## src/rtl/seq_detect_sched.sv

```systemverilog
// seq_detect_sched: round-robin scheduler sharing one bit-serial Moore
// pattern detector among NREQ requesters; reports overlapping hit counts.
`timescale 1ns/1ps
`default_nettype none

module seq_detect_sched #(
  parameter int          NREQ    = 4,
  parameter int          WORD_W  = 8,
  parameter int          CNT_W   = 4,
  parameter logic [3:0]  PATTERN = 4'b1011
) (
  input  logic                       clk,
  input  logic                       rst_n,
  input  logic [NREQ-1:0]            req,
  input  logic [NREQ*WORD_W-1:0]     data,
  output logic [NREQ-1:0]            grant,
  output logic                       busy,
  output logic                       ser_bit,
  output logic                       ser_valid,
  output logic                       done,
  output logic [$clog2(NREQ)-1:0]    done_id,
  output logic [CNT_W-1:0]           match_cnt
);

  localparam int ID_W = $clog2(NREQ);
  localparam int BC_W = $clog2(WORD_W);

  typedef enum logic [1:0] {
    IDLE   = 2'd0,
    SHIFT  = 2'd1,
    REPORT = 2'd2
  } state_t;

  state_t             state_q, state_d;
  logic [NREQ-1:0]    grant_q, grant_d;
  logic [WORD_W-1:0]  shreg_q, shreg_d;
  logic [2:0]         hist_q, hist_d;
  logic [BC_W-1:0]    bitcnt_q, bitcnt_d;
  logic [CNT_W-1:0]   hits_q, hits_d;
  logic [ID_W-1:0]    last_q, last_d;
  logic [ID_W-1:0]    done_id_q, done_id_d;
  logic [CNT_W-1:0]   match_cnt_q, match_cnt_d;

  logic               req_found;
  logic [ID_W-1:0]    winner;
  logic [ID_W-1:0]    scan_idx;
  logic               shift_bit;
  logic               hit;

  // Round-robin scan: start just after the last-served requester, wrap modulo NREQ.
  always_comb begin
    req_found = 1'b0;
    winner    = last_q;
    scan_idx  = last_q;
    for (int k = 1; k <= NREQ; k++) begin
      scan_idx = last_q + ID_W'(k);
      if (!req_found && req[scan_idx]) begin
        req_found = 1'b1;
        winner    = scan_idx;
      end
    end
  end

  assign shift_bit = shreg_q[WORD_W-1];
  // Moore-style hit: full 4-bit window present, counted on its last bit.
  assign hit = ({hist_q, shift_bit} == PATTERN) && (bitcnt_q >= BC_W'(3));

  always_comb begin
    state_d     = state_q;
    grant_d     = grant_q;
    shreg_d     = shreg_q;
    hist_d      = hist_q;
    bitcnt_d    = bitcnt_q;
    hits_d      = hits_q;
    last_d      = last_q;
    done_id_d   = done_id_q;
    match_cnt_d = match_cnt_q;
    case (state_q)
      IDLE: begin
        if (req_found) begin
          state_d  = SHIFT;
          grant_d  = NREQ'(1) << winner;
          shreg_d  = data[int'(winner)*WORD_W +: WORD_W];
          last_d   = winner;
          hist_d   = 3'b000;
          bitcnt_d = '0;
          hits_d   = '0;
        end
      end
      SHIFT: begin
        shreg_d  = {shreg_q[WORD_W-2:0], 1'b0};
        hist_d   = {hist_q[1:0], shift_bit};
        bitcnt_d = bitcnt_q + BC_W'(1);
        hits_d   = hits_q + CNT_W'(hit);
        if (bitcnt_q == BC_W'(WORD_W-1)) begin
          state_d     = REPORT;
          match_cnt_d = hits_q + CNT_W'(hit);
          done_id_d   = last_q;
        end
      end
      REPORT: begin
        state_d = IDLE;
        grant_d = '0;
      end
      default: begin
        state_d = IDLE;
        grant_d = '0;
      end
    endcase
  end

  always_ff @(posedge clk or negedge rst_n) begin
    if (!rst_n) begin
      state_q     <= IDLE;
      grant_q     <= '0;
      shreg_q     <= '0;
      hist_q      <= 3'b000;
      bitcnt_q    <= '0;
      hits_q      <= '0;
      last_q      <= ID_W'(NREQ-1);
      done_id_q   <= '0;
      match_cnt_q <= '0;
    end else begin
      state_q     <= state_d;
      grant_q     <= grant_d;
      shreg_q     <= shreg_d;
      hist_q      <= hist_d;
      bitcnt_q    <= bitcnt_d;
      hits_q      <= hits_d;
      last_q      <= last_d;
      done_id_q   <= done_id_d;
      match_cnt_q <= match_cnt_d;
    end
  end

  assign grant     = grant_q;
  assign busy      = (state_q != IDLE);
  assign ser_valid = (state_q == SHIFT);
  assign ser_bit   = ser_valid & shift_bit;
  assign done      = (state_q == REPORT);
  assign done_id   = done_id_q;
  assign match_cnt = match_cnt_q;

endmodule

`default_nettype wire

```

## config.mk

```make
export PLATFORM = sky130hd
export DESIGN_NAME = seq_detect_sched
export DESIGN_NICKNAME = d
export VERILOG_FILES = /design/src/rtl/seq_detect_sched.sv
export SDC_FILE = /design/constraint.sdc
export NUM_CORES = 1
export LEC_CHECK = 0
export CORE_MARGIN = 4
export CORE_UTILIZATION = 45
export DETAILED_ROUTE_END_ITERATION = 10
export PLACE_DENSITY = 0.83
export REMOVE_ABC_BUFFERS = 1
export SYNTH_ARGS = -nofsm -noshare
export SYNTH_HDL_FRONTEND = slang
export SYNTH_SLANG_ARGS = --single-unit
export TNS_END_PERCENT = 10
```

## constraint.sdc

```tcl
create_clock -name clk -period 2.3 [get_ports clk]
set_input_delay 0.345 -clock clk [delete_from_list [all_inputs] [get_ports clk]]
set_output_delay 0.345 -clock clk [all_outputs]
set_load 0.005 [all_outputs]
```

==> results of run 1 <==
==> how the worst max path moves through the flow <==
stage	to	slack, ps	startpoint
finish	ser_bit	300	state_q[1]
global route	shreg_q[1]	150	last_q[1]
CTS	ser_bit	290	state_q[1]
detailed placement	shreg_q[1]	110	req[2]
global placement	shreg_q[7]	190	req[3]
floorplan	shreg_q[0]	-50	last_q[1]
==> placed cells by master (no fill, tap or decap), types with 6 or more instances in the layout <==
| master | count |
|---|---|
| buf_4 | 9 |
| mux2i_1 | 13 |
| clkdlybuf4s50_1 | 51 |
| nand3_1 | 7 |
| mux2_2 | 7 |
| a22o_1 | 6 |
| dfrtp_1 | 30 |
| nor2_1 | 6 |
| o21ai_0 | 10 |
| nand2_1 | 14 |
==> cell families after synthesis <==
family	Yosys count	synth area share
AND/OR/NAND/NOR	47	0.153
AO/OA/AOI/OAI	39	0.158
flip-flops	32	0.469
multiplexers	21	0.128
buffers and inverters	14	0.0445
adder cells (fa/ha/maj)	5	0.0365
XOR/XNOR	2	0.0102
==> state kept, by name, indices dropped and copies added (netlist names), 3 cells and up <==
register and count:
hist_q 3, bitcnt_q 3, match_cnt 4, shreg_q 8, grant 4, hits_q 4
==> routing by layer <==
layer / vias up / GRT usage / part of all wire
li1: 701 / - / -
met1: 670 / 0.207 / 0.44
met2: 39 / 0.268 / 0.49
met3: 11 / 0.0565 / 0.055
met4: 0 / 0.0468 / 0.022
met5: - / 0 / 0
==> worst max-delay path, cell delays in order (launching register included) <==
cell and delay (ps):
dfrtp_1 410, nand2b_1 190, inv_1 110, and2_1 160, clkdlybuf4s50_1 510
==> per-stage QoR <==
| step | setup WS, ps | area (sq um) | util | TNS [ps] |
|---|---|---|---|---|
| floorplan | -49.6 | 1660 | - | -49.6 |
| finish | 300 | 2370 | 0.648 | 0 |
| CTS | 288 | 2370 | 0.648 | 0 |
| detailed placement | 107 | 2290 | 0.627 | 0 |
| global route | 149 | 2370 | 0.648 | 0 |
| global placement | 192 | 2290 | 0.627 | 0 |
==> cell type report <==
| type | instances | area (sq um) |
|---|---|---|
| Sequential cell | 32 | 803 |
| Clock inverter | 1 | 5.00 |
| Clock buffer | 6 | 72.6 |
| Multi-Input combinational cell | 114 | 835 |
| Inverter | 5 | 18.8 |
| Tap cell | 48 | 60.1 |
| Timing Repair Buffer | 60 | 578 |
| Fill cell | 302 | 1290 |
==> power by group <==
| part | internal [mW] | switching (mW) | leakage, nW | total, mW |
|---|---|---|---|---|
| Clock | 0.205 | 0.190 | 0.0410 | 0.395 |
| Sequential | 0.789 | 0.154 | 0.412 | 0.943 |
| Combinational | 0.677 | 0.599 | 0.613 | 1.28 |
==> metrics.md, run 1 <==
| Metric | Value |
|---|---|
| Vias in the first global route | 1442 |
| Ratio of cells with drive above 1 in the final layout | 0.124 |
| Placer Congestion | 0.846 |
| Post-CTS Setup Bufs | 0 |
| # DRC | 0 |
| Initial core utilization | 0.468 |
| Routed Antenna Nets | 0 |
| Final net count | 261 |
| CTS clk-pin slew, worst paths | 60 ps |
| Post-synth top area share | 0.438 |
| DRT iter0 DRCs | a little over 50 |
| DR WL/cell | 14.6 um |
| Ports | 52 |
| Pwr per Cell Area | 1100 nW/um^2 |
| Worst R2R Setup Slack | 320 ps |
| Final worst path period share | 0.870 |
| Die height | 69.7 um |
| Die Area | 4860 sq um |
| Final setup skew | 8.90 ps |
| Root buf cell | clkbuf_8 |
| CTS tree | done |
| EDFF count, synth | 0 |
| Worst-skew pair later-pin latency | between 200 and 300 ps |
| PostCTS Resize Cnt | 0 |
| Fraction of registers with async set/reset | 1.00 |
| Worst rel slew slack | 0.529 |
| Most frequent cell after synthesis | dfrtp_1 |
| Final Critical Period | ~2000 ps |
| Synthesized cell area | approximately 1700 sq um |
| Cells after synthesis | 160 |
| Total track usage | 0.164 |
| Leak | 1.07 nW |
| Critical path type | flop to primary output |
| Min-delay worst type | primary input to asynchronous set/reset pin |
| Syn_area_per_cell | 10.7 sq um |
| Final hold violations | 0 |
| Maxcap violations | 0 |
| Ys flop type | dfrtp_1 |
| CP max FO | 5 |
| CP endpoint kind | primary output |
| Area leader, netlist | dfrtp_1 |
| Type of origin of the critical path | flop |
| Seq/Total Area, Yosys | 0.469 |
| Grt total ovfl | 0 |
| Placed Cells | between 200 and 300 |
| Maximum number of pins on one net before global-route repair | 33 |
| Initial antenna violation count | 0 |
| Hold Slack | 464 ps |
| Commonest cells in the netlist | 30 x dfrtp_1, 14 x nand2_1, 13 x mux2i_1, 10 x o21ai_0 |
| Finished Layout Cells | 266 |
| Port bufs | approximately 50 |
| Worst R2R End | match_cnt[1] |
| First-pass GRT wire length | between 6000 and 7000 um |
| Synth Register Bits | 32 |
| Pin slew with the least headroom to its limit | 704 ps |
| Worst EP arrival | between 1500 and 2000 ps |
| Area growth syn-to-layout | 38.4% |
| FP Rows | 22 |
| Number of CTS-inserted buffers | 5 |
| Worst EP required | 1960 ps |
| DR pass1 iterations | 4 |
| Finish-stage setup viols | 0 |
| Routed vias | ~1.4k |
| DPL Wire Length | 2900 um |
| FMAX | 0.500 GHz |
| Clk buf depth | 2 |
| CORE AREA | 3660 sq um |
| Htree depth | 2 |
| RSZ-0062 raised after global routing | false |
| Power after layout | 2.61 mW |
| Diodes inserted | 0 |
| Worst R2R Start | bitcnt_q[0] |
| Post-DR vias/cell | 5.34 |
| Reg2reg path depth | 7 |
| Die width | 69.7 um |
| Worst VDD drop | ~0.63 mV |
| Synth warn | 0 |
| Hold buffer count at cts | 0 |
| Post-Route WL | roughly 3900 um |
| Pins Over Slew Limit | 0 |
| Ranking of synthesized cells by area | dfrtp_1 44%, mux2i_1 7.6%, mux2_2 4.6% |
| Status | completed |
| Clock Sinks | 32 |
| Library cells used by synthesis | 39 |
(Power assumes the default switching activity.)
==> run 2: changes to the inputs <==
CORE_UTILIZATION = 46   (was 45)
PLACE_DENSITY = 0.85   (was 0.83)
==> metrics.md, run 2 (same netlist as run 1, synthesis figures left out) <==
| Metric | Value |
|---|---|
| Final hold violations | 0 (unchanged) |
| Initial core utilization | 0.494 (+0.0260) |
| Final net count | 259 (-0.77%) |
| Hold buffer count at cts | 0 (unchanged) |
| Die width | 69.0 um (-0.97%) |
| Pwr per Cell Area | 1150 nW/um^2 (+4.1%) |
| First-pass GRT wire length | 6960 um (+8.0%) |
| RSZ-0062 raised after global routing | false |
| Initial antenna violation count | 0 (unchanged) |
| Root buf cell | clkbuf_8 |
| Sum Neg Setup Slack | 0 ps (unchanged) |
| Leak | 1.07 nW (+0.37%) |
| Pins Over Slew Limit | 0 (unchanged) |
| Grt total ovfl | 0 (unchanged) |
| DRT iter0 DRCs | 102 (+100%) |
| CP Buf/Inv Count | 3 (+1) |
| Routed Antenna Nets | 0 (unchanged) |
| Die height | 69.0 um (-0.97%) |
| Final worst path period share | 0.887 (+0.0174) |
| Ports | 52 (unchanged) |
| Worst EP arrival | 1690 ps (+40 ps) |
| Maximum number of pins on one net before global-route repair | 33 (unchanged) |
| Worst rel slew slack | 0.527 (-0.00199) |
| Fill count | 274 (-9.3%) |
| Total track usage | 0.178 (+0.0134) |
| CTS tree | done |
| DR pass1 iterations | 4 (unchanged) |
| Die Area | 4770 sq um (-1.9%) |
| Cell Chain, Critical Path | nand2b_1 > inv_1 > buf_4 > clkdlybuf4s50_1 |
| FP Rows | 21 (-4.5%) |
| Maxcap violations | 0 (unchanged) |
| Max incr delay on CP | 530 ps (+20 ps) |
| Top delay family on crit path | buffers and inverters |
| Final setup skew | 10.8 ps (+1.94 ps) |
| Htree depth | 2 (unchanged) |
| Max reg flops | 8 (unchanged) |
| Clock Sinks | 32 (unchanged) |
| FMAX | 0.490 GHz (-2.0%) |
| Vias in the first global route | 1533 (+6.3%) |
| CP endpoint kind | primary output |
| Commonest non-fill, non-tap cell in the layout | clkdlybuf4s50_1 |
| Post-DR vias/cell | 5.53 (+3.6%) |
| DPL Wire Length | 3040 um (+4.8%) |
| Pin slew with the least headroom to its limit | 707 ps (+2.98 ps) |
| Post-CTS Setup Bufs | 0 (unchanged) |
| # DRC | 0 (unchanged) |
| Clk buf depth | 2 (unchanged) |
| Setup WS pre-CTS | 54.5 ps (-52.9 ps) |
| CTS clk-pin slew, worst paths | 70 ps (about the same) |
| Final setup margin | 260 ps (-40.0 ps) |
| Port bufs | 51 (unchanged) |
| Area growth syn-to-layout | 39.1% |
| CP max FO | 15 (+10) |
| Commonest non-fill, non-tap cells in the layout | 51 x clkdlybuf4s50_1, 30 x dfrtp_1, 14 x nand2_1 |
| Type of origin of the critical path | flop |
| Routed vias | 1455 (+2.4%) |
| Status | completed |
| Worst EP required | 1960 ps (about the same) |
| Diodes inserted | 0 (unchanged) |
| Largest register by flop count | shreg_q |
| Min-delay worst type | primary input to asynchronous set/reset pin |
| DR WL/cell | 15.0 um (+2.9%) |
| PostCTS Resize Cnt | 0 (unchanged) |
| Post-Route WL | 3940 um (+1.7%) |
| Finish-stage setup viols | 0 (unchanged) |
| Worst VDD drop | 0.541 mV (-15%) |
| Worst-skew pair later-pin latency | 290 ps (about the same) |
| Crit path max-delay cell type | clkdlybuf4s50_1 |
| Critical path type | flop to primary output |
| Placer Congestion | 0.792 (-6.5%) |
| Number of CTS-inserted buffers | 5 (unchanged) |
| Finished Core Util | 0.688 (+0.0396) |
| Ratio of cells with drive above 1 in the final layout | 0.120 (-0.00404) |
| CORE AREA | 3470 sq um (-5.3%) |
| Final Critical Period | 2040 ps (+40.0 ps) |
[run 2: changes by cell type in the layout (fill, tap and decap cells not counted), sizes merged]
cell,change
bufinv,+1
buf,-2
[run 2: power by group]
part	internal, mW	switching [mW]	leakage [nW]
combinational	0.664	0.599	0.602
clock	0.321	0.208	0.0552
sequential	0.789	0.155	0.412
total	1.77	0.962	1.07
[run 2: worst register-to-register path, delay by kind of cell, from the launching register on]
kind	cells	cell delay, ps
and+or+nand+nor	3	1190
AOI/OAI and AO/OA	1	280
DFF	1	420
[run 2: layer usage]
layer / part of all wire / wire length, um / track usage
met4: 0.011 / 45 / 0.0499
met2: 0.47 / 1860 / 0.276
met5: 0 / 0 / 0
met1: 0.43 / 1690 / 0.227
met3: 0.086 / 339 / 0.0741
[run 2: worst paths after layout]
| path | depth (start not counted) | slack (ps) | startpoint | endpoint |
|---|---|---|---|---|
| min reg2reg | 2 | 480 | grant[3] | grant[3] |
| max | 4 | 260 | state_q[1] | ser_valid |
| min | 2 | 450 | rst_n | match_cnt[2] |
| min in group clk | 2 | 480 | grant[3] | grant[3] |
| max in group asynchronous | 2 | 1530 | rst_n | last_q[1] |
| max reg2reg | 4 | 320 | state_q[0] | shreg_q[1] |
[run 2: layout make-up]
cell class                 instances  area, sq um  share of cell area
clock buffer                       6         72.6              0.0304
inverter                           5         18.8             0.00787
multi-input combinational        114          835               0.350
timing repair buffer              58          563               0.236
clock inverter                     2         35.0              0.0147
sequential                        32          803               0.337
tap                               46         57.6              0.0241
[run 2: through the flow]
step / power [mW] / hold slack, ps / cell area, sq um / cells
after floorplan: 1.67 / 49.4 / 1660 / 151
after global placement: 2.16 / 462 / 2280 / 255
after detailed placement: 2.22 / 471 / 2280 / 255
after CTS: 2.75 / 464 / 2380 / 263
after global routing: 2.95 / 489 / 2380 / 263
final: 2.74 / 447 / 2380 / 263
==> run 3: changes to the inputs <==
CORE_ASPECT_RATIO = 0.7   (was default)
CTS_CLUSTER_DIAMETER = 80   (was default)
==> metrics.md, run 3 (same netlist as run 1, synthesis figures left out) <==
| Metric | Value |
|---|---|
| Final setup skew | 6.08 ps (-4.75 ps) |
| Worst R2R Start | last_q[1] |
| Initial core utilization | 0.482 (-0.0125) |
| Number of CTS-inserted buffers | 5 (unchanged) |
| Pin slew with the least headroom to its limit | 697 ps (-10.4 ps) |
| Design area | 2440 sq um (+2.2%) |
| Area growth syn-to-layout | 42.1% |
| Placed Instance Area | 2310 sq um (+1.4%) |
| Final net count | 261 (+0.77%) |
| CORE AREA | 3560 sq um (+2.6%) |
| Leak | 1.09 nW (+2.0%) |
| DRT iter0 DRCs | 95 (-6.9%) |
| CP max FO | 5 (-10) |
| Routed vias | 1414 (-2.8%) |
| Hold Slack | 465 ps (+17.7 ps) |
| DR pass1 iterations | 4 (unchanged) |
| FMAX | 0.483 GHz (-1.5%) |
| Die Area | 4780 sq um (+0.33%) |
| Worst EP required | 1960 ps (about the same) |
| Die width | 81.0 um (+17%) |
| Min-delay worst type | primary input to asynchronous set/reset pin |
| CTS tree | done |
| Largest register by flop count | shreg_q |
| CTS clk-pin slew, worst paths | 70 ps (about the same) |
| Finish-stage setup viols | 0 (unchanged) |
| Total track usage | 0.183 (+0.00556) |
| Worst-skew pair later-pin latency | 280 ps (about the same) |
| DR WL/cell | 14.7 um (-1.9%) |
| Ratio of cells with drive above 1 in the final layout | 0.132 (+0.0126) |
| PostCTS Resize Cnt | 0 (unchanged) |
| Worst VDD drop | 0.687 mV (+27%) |
| Hold buffer count at cts | 0 (unchanged) |
| Worst EP arrival | 1730 ps (+40 ps) |
| Pins Over Slew Limit | 0 (unchanged) |
| Worst rel slew slack | 0.534 (+0.00697) |
| Pwr per Cell Area | 1160 nW/um^2 (+1.5%) |
| First-pass GRT wire length | 6690 um (-3.8%) |
| Final hold violations | 0 (unchanged) |
| Critical path type | flop to primary output |
| Placer Congestion | 0.782 (-1.3%) |
| Max reg flops | 8 (unchanged) |
| Diodes inserted | 0 (unchanged) |
| Final worst path period share | 0.900 (+0.0131) |
| Final Critical Period | 2070 ps (+30.2 ps) |
| Maxcap violations | 0 (unchanged) |
| CP endpoint kind | primary output |
| FP Rows | 18 (-14%) |
| Critical path origin | state_q[1] |
| Post-DR vias/cell | 5.26 (-5.0%) |
| Placed Cells | 261 (+2.4%) |
| DPL Wire Length | 2950 um (-2.9%) |
| Fill count | 297 (+8.4%) |
| Maximum number of pins on one net before global-route repair | 33 (unchanged) |
| Port bufs | 51 (unchanged) |
| Post-Route WL | 3950 um (+0.36%) |
| # DRC | 0 (unchanged) |
| Ports | 52 (unchanged) |
| Post-CTS Setup Bufs | 0 (unchanged) |
| Grt total ovfl | 0 (unchanged) |
| Routed Antenna Nets | 0 (unchanged) |
| Commonest non-fill, non-tap cells in the layout | 51 x clkdlybuf4s50_1, 30 x dfrtp_1, 14 x nand2_1 |
| Die height | 59.1 um (-14%) |
| Clk buf depth | 2 (unchanged) |
| Status | completed |
| Root buf cell | clkbuf_8 |
| Finished Layout Cells | 269 (+2.3%) |
| Initial antenna violation count | 0 (unchanged) |
| Commonest non-fill, non-tap cell in the layout | clkdlybuf4s50_1 |
| Htree depth | 2 (unchanged) |
| Vias in the first global route | 1442 (-5.9%) |
| Clock Sinks | 32 (unchanged) |
| RSZ-0062 raised after global routing | false |
| Type of origin of the critical path | flop |
| Power after layout | 2.84 mW (+3.7%) |
## run 3: changes by cell type in the layout (fill, tap and decap cells not counted)
cell,change
buf_12,+1
buf_4,+1
clkbuf_1,-1
clkbuf_8,+2
clkinv_2,-1
## run 3: report_power, final
| part | leakage [nW] | total (mW) | internal (mW) | switching (mW) |
|---|---|---|---|---|
| sequential | 0.412 | 0.942 | 0.789 | 0.153 |
| clock | 0.0645 | 0.587 | 0.382 | 0.204 |
| combinational | 0.615 | 1.31 | 0.695 | 0.613 |
| total | 1.09 | 2.84 | 1.87 | 0.971 |
## run 3: per-layer routing
layer  up-vias  routed length [um]  global-route usage
li1        699                   -                   -
met1       669                1840               0.241
met2        41                1840               0.301
met3         5                 234              0.0532
met4         0                  37              0.0434
met5         -                   0                   0
## run 3: path summary, 6_finish.rpt
kind / slack (ps) / endpoint / cells after the start
max: 230 / ser_bit / 4
max in group asynchronous: 1510 / last_q[0] / 2
min reg2reg: 480 / match_cnt[2] / 2
max reg2reg: 250 / shreg_q[2] / 6
min in group clk: 480 / match_cnt[2] / 2
min: 470 / state_q[0] / 2
## run 3: cell type report
class	instances	area [sq um]	share of cell area
tap	50	62.6	0.0257
timing repair buffer	60	591	0.242
clock buffer	7	96.3	0.0395
clock inverter	1	30.0	0.0123
inverter	5	18.8	0.00770
multi-input combinational	114	835	0.343
sequential	32	803	0.330
## run 3: worst max-delay path, cell delays in order, from the launching register on
cell	delay, ps
dfrtp_1	410
nand2b_1	200
inv_1	150
and2_1	170
clkdlybuf4s50_1	510
## run 3: stage by stage
step | setup slack (ps) | util | setup TNS [ps]
floorplan | -49.6 | - | -49.6
global placement | 88.4 | 0.649 | 0
detailed placement | -22.8 | 0.649 | -24.7
CTS | 218 | 0.685 | 0
global route | 91.4 | 0.685 | 0
finish | 230 | 0.685 | 0
